**src/rtl/adder_sum_buffer.sv**
```systemverilog
// Result FIFO behind the adder: buffers WIDTH+1-bit sums, drops on full with a sticky flag.
// Define ADDER_SUM_BUFFER_STATS_EN to add drop_cnt and max_sum statistics outputs.
module adder_sum_buffer #(
    parameter int WIDTH = 16,
    parameter int DEPTH = 8
) (
    input  logic                     clk,
    input  logic                     rst,
    input  logic                     in_valid,
    input  logic [WIDTH:0]           in_sum,
    output logic                     out_valid,
    input  logic                     out_ready,
    output logic [WIDTH:0]           out_sum,
    output logic [$clog2(DEPTH):0]   count,
    output logic                     full,
    output logic                     empty,
    output logic                     overflow
`ifdef ADDER_SUM_BUFFER_STATS_EN
    ,
    output logic [15:0]              drop_cnt,
    output logic [WIDTH:0]           max_sum
`endif
);

    localparam int AW = $clog2(DEPTH);
    localparam int CW = AW + 1;

    logic [WIDTH:0]  mem_q [DEPTH];
    logic [AW-1:0]   wr_ptr_q, wr_ptr_d;
    logic [AW-1:0]   rd_ptr_q, rd_ptr_d;
    logic [CW-1:0]   count_q, count_d;
    logic            overflow_q, overflow_d;
    logic            push, pop, drop;

    assign full      = (count_q == CW'(DEPTH));
    assign empty     = (count_q == '0);
    assign out_valid = !empty;
    assign out_sum   = mem_q[rd_ptr_q];
    assign count     = count_q;
    assign overflow  = overflow_q;

    // A pop frees a slot in the same edge, so a full FIFO can still accept.
    assign pop  = out_valid && out_ready;
    assign push = in_valid && (!full || pop);
    assign drop = in_valid && full && !pop;

    always_comb begin
        wr_ptr_d   = wr_ptr_q;
        rd_ptr_d   = rd_ptr_q;
        count_d    = count_q;
        overflow_d = overflow_q;
        if (push) wr_ptr_d = wr_ptr_q + 1'b1;
        if (pop)  rd_ptr_d = rd_ptr_q + 1'b1;
        case ({push, pop})
            2'b10:   count_d = count_q + 1'b1;
            2'b01:   count_d = count_q - 1'b1;
            default: count_d = count_q;
        endcase
        if (drop) overflow_d = 1'b1;
    end

    always_ff @(posedge clk) begin
        if (rst) begin
            wr_ptr_q   <= '0;
            rd_ptr_q   <= '0;
            count_q    <= '0;
            overflow_q <= 1'b0;
        end else begin
            wr_ptr_q   <= wr_ptr_d;
            rd_ptr_q   <= rd_ptr_d;
            count_q    <= count_d;
            overflow_q <= overflow_d;
        end
    end

    // Storage is never cleared; the pointers alone define which entries are live.
    always_ff @(posedge clk) begin
        if (push && !rst) mem_q[wr_ptr_q] <= in_sum;
    end

`ifdef ADDER_SUM_BUFFER_STATS_EN
    logic [15:0]    drop_cnt_q, drop_cnt_d;
    logic [WIDTH:0] max_sum_q, max_sum_d;

    always_comb begin
        drop_cnt_d = drop_cnt_q;
        max_sum_d  = max_sum_q;
        if (drop && drop_cnt_q != 16'hFFFF) drop_cnt_d = drop_cnt_q + 16'd1;
        if (push && in_sum > max_sum_q)     max_sum_d  = in_sum;
    end

    always_ff @(posedge clk) begin
        if (rst) begin
            drop_cnt_q <= '0;
            max_sum_q  <= '0;
        end else begin
            drop_cnt_q <= drop_cnt_d;
            max_sum_q  <= max_sum_d;
        end
    end

    assign drop_cnt = drop_cnt_q;
    assign max_sum  = max_sum_q;
`endif

endmodule

```
**config.mk**
```make
export PLATFORM = sky130hd
export DESIGN_NAME = adder_sum_buffer
export DESIGN_NICKNAME = d
export VERILOG_FILES = /design/src/rtl/adder_sum_buffer.sv
export SDC_FILE = /design/constraint.sdc
export NUM_CORES = 1
export LEC_CHECK = 0
export CORE_MARGIN = 1.5
export CORE_UTILIZATION = 58
export DETAILED_ROUTE_END_ITERATION = 6
export PLACE_DENSITY = 0.78
export SLEW_MARGIN = 20
export SYNTH_ARGS = -nofsm -noshare
export SYNTH_HDL_FRONTEND = slang
export SYNTH_SLANG_ARGS = --single-unit
```
**constraint.sdc**
```tcl
create_clock -name clk -period 5.7 [get_ports clk]
set_clock_uncertainty 0.1 [all_clocks]
set_input_delay 1.71 -clock clk [delete_from_list [all_inputs] [get_ports clk]]
set_output_delay 1.71 -clock clk [all_outputs]
set_load 0.005 [all_outputs]
```
; ---- Word-level counts from Yosys, hierarchy flattened
; Memories as Yosys holds them, arrays and structs flattened. A register that Yosys moved wholly into a read port is not among the register bits.
; Index checks and enable logic that the tools add are counted.
[classes]
eq_ne = 3
n_reduce_logical = 12
mux = 5
add_sub_neg = 4
[ops]
columns = cell, n
row1 = 4-bit case mux with 2 select lines, 1
row2 = 3-bit by 1-bit adder with 3-bit output (second input constant), 2
row3 = 3-bit two-way mux, 2
row4 = 1-bit logical AND, 5
row5 = 4-bit by 1-bit adder with 4-bit output (second input constant), 1
row6 = 4-bit equality test (second input constant), 1
row7 = 1-bit logical NOT, 4
row8 = 4-bit logical NOT, 1
row9 = 4-bit by 1-bit subtractor with 4-bit output (second input constant), 1
row10 = 2-bit by 1-bit equality test with 1-bit output (second input constant), 1
row11 = 2-bit equality test (second input constant), 1
row12 = 1-bit two-way mux, 2
row13 = 2-bit nonzero test, 1
row14 = 1-bit logical OR, 1
[totals]
elab_cells = 29
ff_bits = 11
input_bits = 21
output_inout_bits = 25
ram_bits = 136
n_memories = 1
[memory_table]
columns = memory, words, word_bits, read_ports, rd_clocked_by_memory_dff, wr, line
row1 = mem_q, 8, 17, 1, 1, 1, 28  ; logic [WIDTH:0] mem_q [DEPTH];

; ---- Logic depth before layout (Yosys ltp)
[depth]
word_depth = 8
depth_mapped = 9
mapped_depth_nobuf = 8

; ---- Least setup slack after synthesis
; Ideal clock, no wire load.
[synth_path]
path_type = in2reg
start = input out_ready
end = memory mem_q[0][0] (netlist name), enable pin
slack_ns = 1.180
n_path_buf = 1
required_ns = 5.165
arrival_time_ns = 3.985
path_stages = 4
path_cell_list = buf_2 -> o21ai_4 -> or2_2 -> nor4_1
[synth_between]
elab_chain_len = 6
[synth_lines]
columns = item, line
row1 = from (decl), 12  ; input logic out_ready,
row2 = 1-bit logical AND, 43  ; assign pop = out_valid && out_ready;
row3 = 1-bit logical OR, 44  ; assign push = in_valid && (!full || pop);
row4 = 1-bit logical AND, 44
row5 = 1-bit logical AND, 78  ; if (push && !rst) mem_q[wr_ptr_q] <= in_sum;
row6 = 1-bit two-way mux, 78
row7 = 1-bit two-way mux (not written as such), 78
row8 = to (decl), 28
; No other way between the ends.

==> flow_summary.ini <==
[grt]
grt_overflow = 0
gr-usage-all-layers = 0.215
antenna_found_initial = 0
grt_pass1_vias = 2988
grt_max_degree = 35
grt_pass1_wl_microns = 17000

[yosys]
synth_top_family_by_area = multiplexers
synth_xor_area_frac = 0.0104
synth_compound_area_frac = 0.0229
synth_simple_gate_area_share = 0.0356
synth.top_cell.area_share = 0.692
synth-edff-count = 136
synth_ff_type = edfxtp_1
synth_nets = 310
ys_types = 37
syn_inst = 286
yosys_warnings = 0
synth_largest_area_cell = edfxtp_1
synth_area_sq_um = 5900
synthAdderAreaFrac = 0.00636
synth-seq-cells = 150
yosysMostFrequentCell = edfxtp_1
ys_async_sr_fraction = 0
seq_area_frac_synth = 0.739
synth_common_cells = 136 x edfxtp_1, 34 x mux4_2, 17 x mux2_2
muxShareOfSynthArea = 0.166
synth_area_per_cell_sq_um = 20.6
synth_area_leaders = edfxtp_1 69%, mux4_2 13%, dfxtp_1 4.7%

[timing]
max_freq_ghz = 0.212
rsz0062_at_grt = false
finalCriticalPeriod_ns = 4.72
hold_ws_ns = 0.386
setup_violations = 0
hold_violations = 0
finalCritPeriodShare = 0.828
maxSlewHeadroom = 0.338
setup_tns_ns = 0
worst_pin_slew_ns = 0.991
drv_slew = 0
fin_ws_ns = 0.983

[cells_and_area]
postLayoutCoreUtil = 0.727
drive_above_1_share = 0.311
fin_cells = 493
syn2layout_area_growth_pct = 21.0
final_area_sq_um = 7140
nets = 371
insertedDiodeCount = 0

[cts]
insertion_delay_ns = 0.52
cts_setup_buffers = 0
post_cts_resized = 0
path_clk_slew_ns = 0.07
cts_hold_buf = 0
clockBufferDepth = 2
cts_sinks = 150
h-tree-depth = 4
cts_root_buffer = clkbuf_8
cts_tree = built
numCtsBuffers = 17

[pwr]
power_density_nw_per_um2 = 409
finalPower_mw = 2.92
seqPwrFrac = 0.446
p_sw_frac = 0.246
leakage_nw = 2.29
peakVddDrop_v = 0.000257
comb_power_share = 0.183
p_clk_frac = 0.371
p_switching_mw = 0.718
p_int_mw = 2.20

[min_path]
min-delay-start = rd_ptr_q[1]
hold_class = reg -> reg

[placed_design]
io_buffers = 45
place_inst = 461
dp_hpwl_microns = 6090
dpl-instance-area_sq_um = 6560
pre_cts_ws_ns = 1.47
place_congestion = 0.721

[drt]
first_pass_iters = 4
num_vias = 2922
drcViolationCount = 0
wirelength_microns = 10500
routed_via_density = 5.93
routedWlPerCell_microns = 21.4
first_iter_violations = 161
ant_nets = 0

[die]
pin_count = 46
dieArea_sq_um = 10800
core_sq_um = 9820
die_x_microns = 104
fp-row-count = 36
start_util = 0.601
die_h_microns = 104

[critical_path]
cp_slowest_cell = dfxtp_2
path_class = reg -> out
r2r_start = count[2]
required_ns = 3.89
worst_setup_path_end_kind = output port
crit_path_start_kind = flip-flop
r2r_slack_ns = 3.23
cpPeakStageDelay_ns = 0.75
critPathTopFamily = multiplexers
crit_buf_inv = 2
crit_fanout = 18
path_cells = buf_4 -> mux4_2 -> mux2_2 -> clkdlybuf4s50_1
crit_arrival_ns = 2.91

[run]
cap_violations = 0

[run_status]
status = finished, final reports clean
## flip-flops by register name (all words and copies together) (netlist names), named ones only
| register | count |
|---|---|
| overflow | 1 |
| count | 4 |
| mem_q | 136 |
| rd_ptr_q | 3 |
| wr_ptr_q | 3 |
## layout by cell type, fill, tap and decap left out, drive strengths merged, types with 4 or more instances in the layout
master and instances:
nor2 13, buf 14, nand2b 4, dfxtp 14, edfxtp 136, nand2 4
nor3 5, xnor2 4, mux4 34, inv 11, clkbuf 17, mux2 17
clkdlybuf4s50 45
## per-layer routing
metal  GRT usage  part of all wire
met1       0.294              0.43
met2       0.347              0.51
met3      0.0526             0.047
met4      0.0714             0.013
met5           0                 0
## area by class of cell
cell class              instances  area [sq um]
flip-flops and latches        150          4370
fillers                       619          2680
multi-input cells             115          1450
repair buffers                 59           556
clock buffers                  17           414
clock inverters                15           169
well taps                     133           166
inverters                       4          15.0
## cells by family after synthesis
logic type,count (synthesis)
compound gates,13
xor+xnor,7
buf+inv,21
mux,53
fa+ha+maj,3
flops,150
simple gates,39
## power groups by stage
stage / sequential (mW) / combinational, mW / clock (mW)
final: 1.30 / 0.536 / 1.08
after global routing: 1.31 / 0.579 / 1.15
after CTS: 1.31 / 0.545 / 1.10
after detailed placement: 1.33 / 0.536 / 0
after global placement: 1.32 / 0.527 / 0
after floorplan: 1.27 / 0.402 / 0
## final timing paths
| path | end | cells after the start |
|---|---|---|
| worst max-delay path | out_sum[12] | 4 |
| worst min register to register | flip-flop | 2 |
| worst max register to register | mem_q[6][8] | 5 |
| worst min-delay path | flip-flop | 2 |
## worst reg2reg max path: stages, from the launching register on
cell and delay, ns:
dfxtp_1 0.57, or4b_4 0.26, o21ai_4 0.06, or2_2 0.36
nor2_1 0.43, buf_4 0.36
Power figures use the tool's default switching activity.
